<file path="config.mk">
export PLATFORM = sky130hd
export DESIGN_NAME = yc_dac_fmt
export DESIGN_NICKNAME = d
export VERILOG_FILES = /design/src/rtl/yc_dac_fmt.sv
export SDC_FILE = /design/constraint.sdc
export NUM_CORES = 1
export LEC_CHECK = 0
export CORE_ASPECT_RATIO = 1.25
export CORE_UTILIZATION = 30
export CTS_BUF_LIST = sky130_fd_sc_hd__clkbuf_8 sky130_fd_sc_hd__clkbuf_16
export DETAILED_ROUTE_END_ITERATION = 6
export PLACE_DENSITY = 0.45
export SYNTH_ARGS = -nofsm -noshare
export SYNTH_HDL_FRONTEND = slang
export SYNTH_SLANG_ARGS = --single-unit
</file>
<file path="constraint.sdc">
create_clock -name clk -period 10.2 [get_ports clk]
set_input_delay 1.02 -clock clk [delete_from_list [all_inputs] [get_ports clk]]
set_output_delay 1.02 -clock clk [all_outputs]
set_load 0.05 [all_outputs]
</file>
<file path="src/rtl/yc_dac_fmt.sv">
// yc_dac_fmt - luma/chroma/CVBS formatter for a video DAC.
//
// Takes the upstream encoder word {C, Y, 8'd0} plus composite sync and
// blanking, tracks the sync structure with a small FSM, and produces DAC codes
// {C_o, Y_o, CV_o} two clocks after the input sample.
//
// Ports:
//   clk        pixel/encoder clock, rising edge
//   reset      synchronous, active-high
//   PAL_EN     1 = PAL (setup pedestal never applied)
//   SETUP_EN   1 = apply SETUP_LVL pedestal in NTSC active video
//   din        {C[23:16], Y[15:8], unused[7:0]}, C offset-binary around 128
//   csync      composite sync, active-low, aligned with din
//   blank      active-high blanking, aligned with din
//   dout       {C_o, Y_o, CV_o}
//   csync_o    csync delayed to line up with dout
//   vsync_det  one-cycle pulse at the end of a broad (vertical) sync pulse
//   sync_err   sticky flag: sync held low for SYNC_TIMEOUT cycles
module yc_dac_fmt #(
  parameter logic [7:0]  BLANK_LVL    = 8'd64,
  parameter logic [7:0]  SYNC_LVL     = 8'd4,
  parameter logic [7:0]  SETUP_LVL    = 8'd10,
  parameter logic [10:0] BP_LEN       = 11'd200,
  parameter logic [10:0] SYNC_TIMEOUT = 11'd1500
) (
  input  logic        clk,
  input  logic        reset,
  input  logic        PAL_EN,
  input  logic        SETUP_EN,
  input  logic [23:0] din,
  input  logic        csync,
  input  logic        blank,
  output logic [23:0] dout,
  output logic        csync_o,
  output logic        vsync_det,
  output logic        sync_err
);

  typedef enum logic [1:0] {
    ST_ACTIVE = 2'd0,
    ST_SYNC   = 2'd1,
    ST_BPORCH = 2'd2,
    ST_FAULT  = 2'd3
  } state_t;

  // Sync pulses longer than 4/5 of the back porch are broad (vertical) pulses.
  localparam logic [12:0] BROAD_MIN_W = (13'(BP_LEN) * 13'd4) / 13'd5;
  localparam logic [10:0] BROAD_MIN   = BROAD_MIN_W[10:0];
  localparam logic [10:0] WIDTH_MAX   = '1;

  // Stage 1: registered input sample
  logic [7:0]  c1_q, c1_d;
  logic [7:0]  y1_q, y1_d;
  logic        blank1_q, blank1_d;
  logic        setup1_q, setup1_d;
  logic        csync1_q, csync1_d;
  logic        csync2_q, csync2_d;
  // Edge-detect qualification after reset
  logic        vld_q, vld_d;
  logic        arm_q, arm_d;

  // FSM and counters
  state_t      state_q, state_d;
  logic [10:0] width_q, width_d;
  logic [10:0] bp_q, bp_d;

  // Stage 2: registered outputs
  logic [23:0] dout_q, dout_d;
  logic        vsync_q, vsync_d;
  logic        err_q, err_d;

  // Datapath intermediates
  logic        fall;
  logic        rise;
  logic [10:0] width_inc;
  logic [7:0]  setup_off;
  logic [9:0]  span_w;
  logic [7:0]  span;
  logic [15:0] prod;
  logic [9:0]  sum_w;
  logic [7:0]  y_act;
  logic [7:0]  y_o;
  logic [7:0]  c_o;
  logic signed [9:0] cv_s;
  logic [7:0]  cv_o;

  logic unused_bits;
  assign unused_bits = ^{din[7:0], prod[7:0]};

  always_comb begin
    // Input capture
    c1_d     = din[23:16];
    y1_d     = din[15:8];
    blank1_d = blank;
    setup1_d = SETUP_EN & ~PAL_EN;
    csync1_d = csync;
    csync2_d = csync1_q;

    // A falling edge only counts once csync has been seen high after reset,
    // so a sync already low when reset releases is not mistaken for an edge.
    vld_d = 1'b1;
    arm_d = arm_q | (vld_q & csync1_q);
    fall  = arm_q & csync2_q & ~csync1_q;
    rise  = ~csync2_q & csync1_q;

    width_inc = (width_q == WIDTH_MAX) ? width_q : width_q + 11'd1;

    state_d = state_q;
    width_d = width_q;
    bp_d    = bp_q;
    vsync_d = 1'b0;
    err_d   = err_q;

    // The entry sample of SYNC/BPORCH is counted as cycle 1 of that state.
    case (state_q)
      ST_ACTIVE: begin
        if (fall) begin
          state_d = ST_SYNC;
          width_d = 11'd1;
        end
      end
      ST_SYNC: begin
        if (rise) begin
          state_d = ST_BPORCH;
          bp_d    = 11'd1;
          vsync_d = (width_q > BROAD_MIN);
        end else begin
          width_d = width_inc;
          if (width_inc >= SYNC_TIMEOUT) begin
            state_d = ST_FAULT;
          end
        end
      end
      ST_BPORCH: begin
        if (fall) begin
          state_d = ST_SYNC;
          width_d = 11'd1;
        end else if (bp_q >= BP_LEN) begin
          state_d = ST_ACTIVE;
          bp_d    = '0;
        end else begin
          bp_d = bp_q + 11'd1;
        end
      end
      ST_FAULT: begin
        if (rise) begin
          state_d = ST_BPORCH;
          bp_d    = 11'd1;
        end
      end
      default: begin
        state_d = ST_ACTIVE;
      end
    endcase

    if (state_d == ST_FAULT) begin
      err_d = 1'b1;
    end

    // Active-video luma scaling: Y spans blank(+setup) .. 255
    setup_off = setup1_q ? SETUP_LVL : 8'd0;
    span_w    = 10'd255 - {2'b00, BLANK_LVL} - {2'b00, setup_off};
    span      = span_w[9] ? 8'd0 : span_w[7:0];
    prod      = {8'd0, y1_q} * {8'd0, span};
    sum_w     = {2'b00, BLANK_LVL} + {2'b00, setup_off} + {2'b00, prod[15:8]};
    y_act     = (sum_w > 10'd255) ? 8'd255 : sum_w[7:0];

    // The output sample belongs to the state being entered this cycle, so a
    // sync edge overrides active video on the very same sample.
    case (state_d)
      ST_SYNC, ST_FAULT: begin
        y_o = SYNC_LVL;
        c_o = 8'd128;
      end
      ST_BPORCH: begin
        y_o = BLANK_LVL;
        c_o = c1_q;
      end
      default: begin
        if (blank1_q) begin
          y_o = BLANK_LVL;
          c_o = 8'd128;
        end else begin
          y_o = y_act;
          c_o = c1_q;
        end
      end
    endcase

    cv_s = $signed({2'b00, y_o}) + $signed({2'b00, c_o}) - 10'sd128;
    if (cv_s < 10'sd0) begin
      cv_o = 8'd0;
    end else if (cv_s > 10'sd255) begin
      cv_o = 8'd255;
    end else begin
      cv_o = cv_s[7:0];
    end

    dout_d = {c_o, y_o, cv_o};
  end

  always_ff @(posedge clk) begin
    if (reset) begin
      c1_q     <= 8'd128;
      y1_q     <= '0;
      blank1_q <= 1'b1;
      setup1_q <= 1'b0;
      csync1_q <= 1'b1;
      csync2_q <= 1'b1;
      vld_q    <= 1'b0;
      arm_q    <= 1'b0;
      state_q  <= ST_ACTIVE;
      width_q  <= '0;
      bp_q     <= '0;
      dout_q   <= {8'd128, BLANK_LVL, BLANK_LVL};
      vsync_q  <= 1'b0;
      err_q    <= 1'b0;
    end else begin
      c1_q     <= c1_d;
      y1_q     <= y1_d;
      blank1_q <= blank1_d;
      setup1_q <= setup1_d;
      csync1_q <= csync1_d;
      csync2_q <= csync2_d;
      vld_q    <= vld_d;
      arm_q    <= arm_d;
      state_q  <= state_d;
      width_q  <= width_d;
      bp_q     <= bp_d;
      dout_q   <= dout_d;
      vsync_q  <= vsync_d;
      err_q    <= err_d;
    end
  end

  assign dout      = dout_q;
  assign csync_o   = csync2_q;
  assign vsync_det = vsync_q;
  assign sync_err  = err_q;

endmodule

</file>
==> results.sh, run 1 <==
export IMPL_status="complete, no violations"
export IMPL_worstMarginPinSlew_ns=0.907
export IMPL_postCtsSetupBuffers=0
export IMPL_cts_buffers=9
export IMPL_crit_family="adder cells"
export IMPL_clock_sinks=72
export IMPL_fin_ws_ns=1.93
export IMPL_synth_seq_area_share=0.288
export IMPL_peakVddDrop_uv=79.6
export IMPL_leakagePower_nw=2.70
export IMPL_pre_cts_ws_ns=1.91
export IMPL_drv_cap=0
export IMPL_wirelength_um=10900
export IMPL_syn_area_per_cell_um2=9.16
export IMPL_syn_to_final_growth_pct=20.3
export IMPL_hpwl_um=8400
export IMPL_crit_fanout=7
export IMPL_reg2reg_to="dout[0]"
export IMPL_yosysUniqueCellTypes=73
export IMPL_antenna_cells=0
export IMPL_grt_pass1_wl_um=19200
export IMPL_critical_path_buf_inv_count=4
export IMPL_period_minus_slack_ns=8.27
export IMPL_cp_slowest_stage_delay_ns=0.58
export IMPL_clkSlewWorstSetupHoldPaths_ns=0.06
export IMPL_placed_area_mm2=0.00566
export IMPL_fin_skew_ns=0.00922
export IMPL_via_per_inst=4.68
export IMPL_crit_required_ns=10.43
export IMPL_dr_pass1_iters=4
export IMPL_fillCellCount=1711
export IMPL_reg2reg_slack_ns=1.93
export IMPL_slowest_stage="or4_4"
export IMPL_rows=52
export IMPL_rr_worst_depth=30
export IMPL_slew_viol_final=0
export IMPL_num_io_pins=57
export IMPL_port_buffers=48
export IMPL_power_density_mw_per_mm2=179
export IMPL_r2r_start="setup1_q"
export IMPL_fin_nets=708
export IMPL_ys_ff_latch=72
export IMPL_clock_path_buffers=2
export IMPL_crit_path_frequent_cell="fa_1"
export IMPL_routed_via_count=3805
export IMPL_h_tree_depth=3
export IMPL_min_from="c1_q[7]"
export IMPL_cts_root_buf="clkbuf_16"
export IMPL_async_flop_share=0
export IMPL_multi_input_area_mm2=0.00323
export IMPL_grt_total_usage=0.138
export IMPL_setup_violations=0
export IMPL_insertion_delay_ns=0.34
export IMPL_drc_errors=0
export IMPL_min_path_type="register to register"
export IMPL_cts_tree="done"
export IMPL_crit_path_end_kind="register"
export IMPL_syn_nets=662
export IMPL_period_share=0.811
export IMPL_start_util=0.307
export IMPL_critPathKind="register to register"
export IMPL_hold_depth=2
export IMPL_wire_per_inst_um=13.3
export IMPL_fin_tns_setup_ns=0
export IMPL_hold_buffers=0
export IMPL_drive_above_1_share=0.0838
export IMPL_synth_flop_cell="dfxtp_1"
export IMPL_yosysWarnings=0
export IMPL_cp_arrival_ns=8.50
export IMPL_ant_nets=0
export IMPL_hold_viol=0
export IMPL_grt_pass1_vias=4083
export IMPL_core_area_mm2=0.0163
export IMPL_min_to="dout[23]"
export IMPL_synth_edf_count=0
export IMPL_die_y_um=146
export IMPL_overflow=0
export IMPL_regArea_mm2=0.00144
export IMPL_die_w_um=117
export IMPL_post_cts_resized=0
export IMPL_die_area_mm2=0.0172
export IMPL_antenna_found_initial=0
export IMPL_dr_first_iter_drc_count=172
export IMPL_relSlewSlack=0.395
export IMPL_final_area_mm2=0.00601
export IMPL_crit_start="setup1_q"
export IMPL_place_congestion=0.787
export IMPL_cp_start_kind="register"
export IMPL_syn_inst=546
export IMPL_fmax_mhz=121
export IMPL_syn_area_mm2=0.00500
export IMPL_grt_max_degree=45
export IMPL_rsz0062_at_grt="no"
==> placed cells by master (no fill, tap or decap), drive strengths merged, types with 9 or more instances in the layout <==
master,Yosys,final
dfxtp,72,72
inv,64,67
ha,59,59
clkdlybuf4s50,0,47
nor2,47,47
nand2,32,32
a21oi,28,28
fa,27,27
nor2b,23,23
o21ai,19,19
xnor2,16,16
and3,14,14
nor3,13,13
o21a,11,11
and2,11,11
nand3,11,11
clkbuf,9,9
==> tightest hold or removal path, stage by stage, from the launching register on <==
cell	delay [ns]
dfxtp_1	0.33
nor2_1	0.05
nand2_1	0.06
==> cell usage after synthesis (9+ instances only) <==
cell type,n,area share
nor3_1,9,0.0090
and3_1,13,0.016
ha_1,59,0.15
o21ai_0,15,0.015
and2_1,11,0.014
dfxtp_1,72,0.29
nor2b_1,23,0.029
nand2_1,32,0.024
nor2_1,46,0.035
o21a_1,11,0.017
inv_1,64,0.048
xnor2_1,16,0.028
nand3_1,10,0.010
fa_1,27,0.11
a21oi_1,27,0.027
==> where the power goes <==
group / total [W] / internal [W] / leakage, nW / switching [W]
clock network: 0.000374 / 0.000242 / 0.169 / 0.000132
logic: 0.000397 / 0.000162 / 1.95 / 0.000235
registers: 0.000308 / 0.000297 / 0.589 / 0.0000101
total: 0.00108 / 0.000702 / 2.70 / 0.000377
==> per-stage QoR <==
stage | power, W | hold slack, ns | utilization | std cells
2_1_floorplan | 0.000618 | 0.420 | - | 546
4_1_cts | 0.00110 | 0.464 | 0.370 | 813
3_3_place_gp | 0.000712 | 0.441 | 0.348 | 797
6_report | 0.00108 | 0.463 | 0.370 | 813
3_5_place_dp | 0.000714 | 0.444 | 0.348 | 797
5_1_grt | 0.00116 | 0.485 | 0.370 | 813
==> metal layers <==
| metal | global-route usage | vias to the layer above | part of all wire |
|---|---|---|---|
| met5 | 0 | - | 0 |
| met4 | 0.0513 | 0 | 0.017 |
| met3 | 0.0289 | 13 | 0.029 |
| met2 | 0.238 | 53 | 0.49 |
| met1 | 0.169 | 1794 | 0.46 |
| li1 | - | 1945 | - |
==> final cells by class <==
class / instances / share of cell area
clock buffers: 9 / 0.0375
clock inverters: 7 / 0.0210
inverters: 64 / 0.0399
multi-input cells: 397 / 0.538
flip-flops and latches: 72 / 0.240
well taps: 216 / 0.0449
repair buffers: 48 / 0.0791
==> worst max path at each step <==
stage,to,slack [ns],depth (start not counted)
floorplan,dout[3],2.97,30
detailed placement,dout[0],1.91,30
global route,dout[6],1.32,30
CTS,dout[0],1.86,30
finish,dout[0],1.93,30
global placement,dout[2],1.95,30
==> cells by family (layout without fill, tap and decap cells) <==
logic type,after synthesis,after routing,synth area share
buf+inv,77,128,0.0648
xor+xnor,23,23,0.0403
simple gates,182,182,0.199
mux,2,2,0.00450
flops,72,72,0.288
fa+ha+maj,86,86,0.256
compound gates,104,104,0.147
==> sequential cells by signal, summed over array words and instances, names as in the netlist <==
register   cells
dout          24
bp_q          11
width_q       11
c1_q           8
y1_q           8
state_q        2
arm_q          1
blank1_q       1
csync1_q       1
csync_o        1
setup1_q       1
sync_err       1
vld_q          1
vsync_det      1
Note: power is estimated with default switching activity, not from simulation.
==> inputs of run 2 (changes only) <==
==> constraint.sdc (replaced) <==
create_clock -name clk -period 8.6 [get_ports clk]
set_input_delay 0.86 -clock clk [delete_from_list [all_inputs] [get_ports clk]]
set_output_delay 0.86 -clock clk [all_outputs]
set_load 0.05 [all_outputs]
==> results.sh, run 2 (synthesis gave the netlist of run 1 again) <==
export IMPL_status="complete, no violations"
export IMPL_relSlewSlack=0.409
export IMPL_min_to="dout[18]"
export IMPL_slowest_stage="or4_4"
export IMPL_crit_path_frequent_cell="fa_1"
export IMPL_die_area_mm2=0.0172
export IMPL_routed_via_count=3798
export IMPL_swShare=0.378
export IMPL_crit_path_end_kind="register"
export IMPL_final_common_cell="dfxtp_1"
export IMPL_period_minus_slack_ns=7.99
export IMPL_reg2reg_slack_ns=0.61
export IMPL_hold_depth=1
export IMPL_dr_pass1_iters=4
export IMPL_drive_above_1_share=0.0870
export IMPL_p_sw_w=0.000452
export IMPL_grt_max_degree=45
export IMPL_stdcell_count=814
export IMPL_hpwl_um=8450
export IMPL_power_density_mw_per_mm2=201
export IMPL_num_io_pins=57
export IMPL_cts_tree="done"
export IMPL_crit_required_ns=8.83
export IMPL_pre_cts_ws_ns=0.555
export IMPL_fin_skew_ns=0.0111
export IMPL_fin_tns_setup_ns=0
export IMPL_rows=52
export IMPL_overflow=0
export IMPL_core_area_mm2=0.0163
export IMPL_worstMarginPinSlew_ns=0.887
export IMPL_fin_ws_ns=0.609
export IMPL_cts_buffers=9
export IMPL_r2r_start="y1_q[5]"
export IMPL_wire_per_inst_um=13.3
export IMPL_reg2reg_to="dout[0]"
export IMPL_rr_worst_depth=29
export IMPL_fin_nets=709
export IMPL_slew_viol_final=0
export IMPL_setup_violations=0
export IMPL_crit_fanout=7
export IMPL_p_int_w=0.000745
export IMPL_grt_total_usage=0.137
export IMPL_drc_errors=0
export IMPL_p_comb_frac=0.393
export IMPL_clock_sinks=72
export IMPL_syn_to_final_growth_pct=19.1
export IMPL_holdWs_ns=0.472
export IMPL_fillCellCount=1706
export IMPL_antenna_cells=0
export IMPL_peakVddDrop_uv=148
export IMPL_cts_root_buf="clkbuf_16"
export IMPL_clkSlewWorstSetupHoldPaths_ns=0.06
export IMPL_die_w_um=117
export IMPL_antenna_found_initial=0
export IMPL_clock_path_buffers=2
export IMPL_layout_common_cells="71 x dfxtp_1, 64 x inv_1, 59 x ha_1"
export IMPL_drv_cap=0
export IMPL_ant_nets=0
export IMPL_dr_first_iter_drc_count=108
export IMPL_fmax_mhz=125
export IMPL_seqPwrFrac=0.304
export IMPL_period_share=0.929
export IMPL_place_inst=798
export IMPL_port_buffers=48
export IMPL_grt_pass1_vias=4021
export IMPL_grt_pass1_wl_um=19100
export IMPL_min_path_type="register to register"
export IMPL_leakagePower_nw=2.68
export IMPL_min_from="c1_q[2]"
export IMPL_insertion_delay_ns=0.34
export IMPL_wirelength_um=10800
export IMPL_start_util=0.307
export IMPL_cp_arrival_ns=8.22
export IMPL_largest_reg_flops=24
export IMPL_h_tree_depth=3
export IMPL_die_y_um=146
export IMPL_critPathKind="register to register"
export IMPL_cp_start_kind="register"
export IMPL_p_clk_frac=0.302
export IMPL_cp_slowest_stage_delay_ns=0.58
export IMPL_via_per_inst=4.67
export IMPL_rsz0062_at_grt="no"
export IMPL_hold_viol=0
export IMPL_place_congestion=0.811
export IMPL_post_route_util=0.366
-- run 2: cell types whose count changed in the layout (fill, tap and decap cells not counted), sizes merged --
cell,before,now
bufinv,3,0
clkinv,0,2
buf,1,2
clkinvlp,1,2
-- run 2: final cells by class --
type / count / area [µm²] / share of cell area
clock buffer: 9 / 225 / 0.0378
multi-input combinational: 397 / 3230 / 0.543
inverter: 64 / 240 / 0.0403
clock inverter: 7 / 61.3 / 0.0103
sequential: 72 / 1440 / 0.242
timing repair buffer: 49 / 483 / 0.0811
tap: 216 / 270 / 0.0454
-- run 2: critical path, delay by kind of cell, from the launching register on --
kind	cells	cell delay [ns]
AOI/OAI and AO/OA	11	2.45
adders and majority gates	9	3.58
DFF	1	0.42
buffers and inverters	4	0.32
and+or+nand+nor	5	1.12
-- run 2: worst max path at each step --
stage,startpoint,end,slack (ns),cells past startpoint
after floorplan,setup1_q,dout[3],1.37,30
after global placement,y1_q[6],dout[2],0.57,29
after detailed placement,y1_q[6],dout[3],0.55,29
after CTS,y1_q[6],dout[0],0.51,29
after global routing,setup1_q,dout[0],0.05,30
final,y1_q[5],dout[0],0.61,29
-- run 2: through the flow --
| step | total power, W | instance area [µm²] |
|---|---|---|
| detailed placement | 0.000847 | 5670 |
| finish | 0.00120 | 5960 |
| CTS | 0.00122 | 5960 |
| floorplan | 0.000733 | 5000 |
| global route | 0.00130 | 5960 |
| global placement | 0.000845 | 5670 |
-- run 2: timing repair --
item | in CTS | in global routing
setup endpoints to repair | 0 | 2
resized for setup | 0 | 1
endpoints found under the hold margin | 0 | 0
buffers inserted | 0 | 0
hold buffers | 0 | 0
-- run 2: power groups by stage --
stage | sequential, W | clock [W] | combinational (W)
after floorplan | 0.000413 | 0 | 0.000320
after detailed placement | 0.000372 | 0 | 0.000475
after global routing | 0.000367 | 0.000395 | 0.000540
after CTS | 0.000365 | 0.000375 | 0.000479
after global placement | 0.000372 | 0 | 0.000473
final | 0.000364 | 0.000362 | 0.000470
-- run 2: routing by layer --
layer	GRT usage	wire (µm)	vias up
met3	0.0238	321	15
li1	-	-	1957
met1	0.172	4980	1781
met4	0.0583	208	0
met2	0.233	5300	45
met5	0	0	-
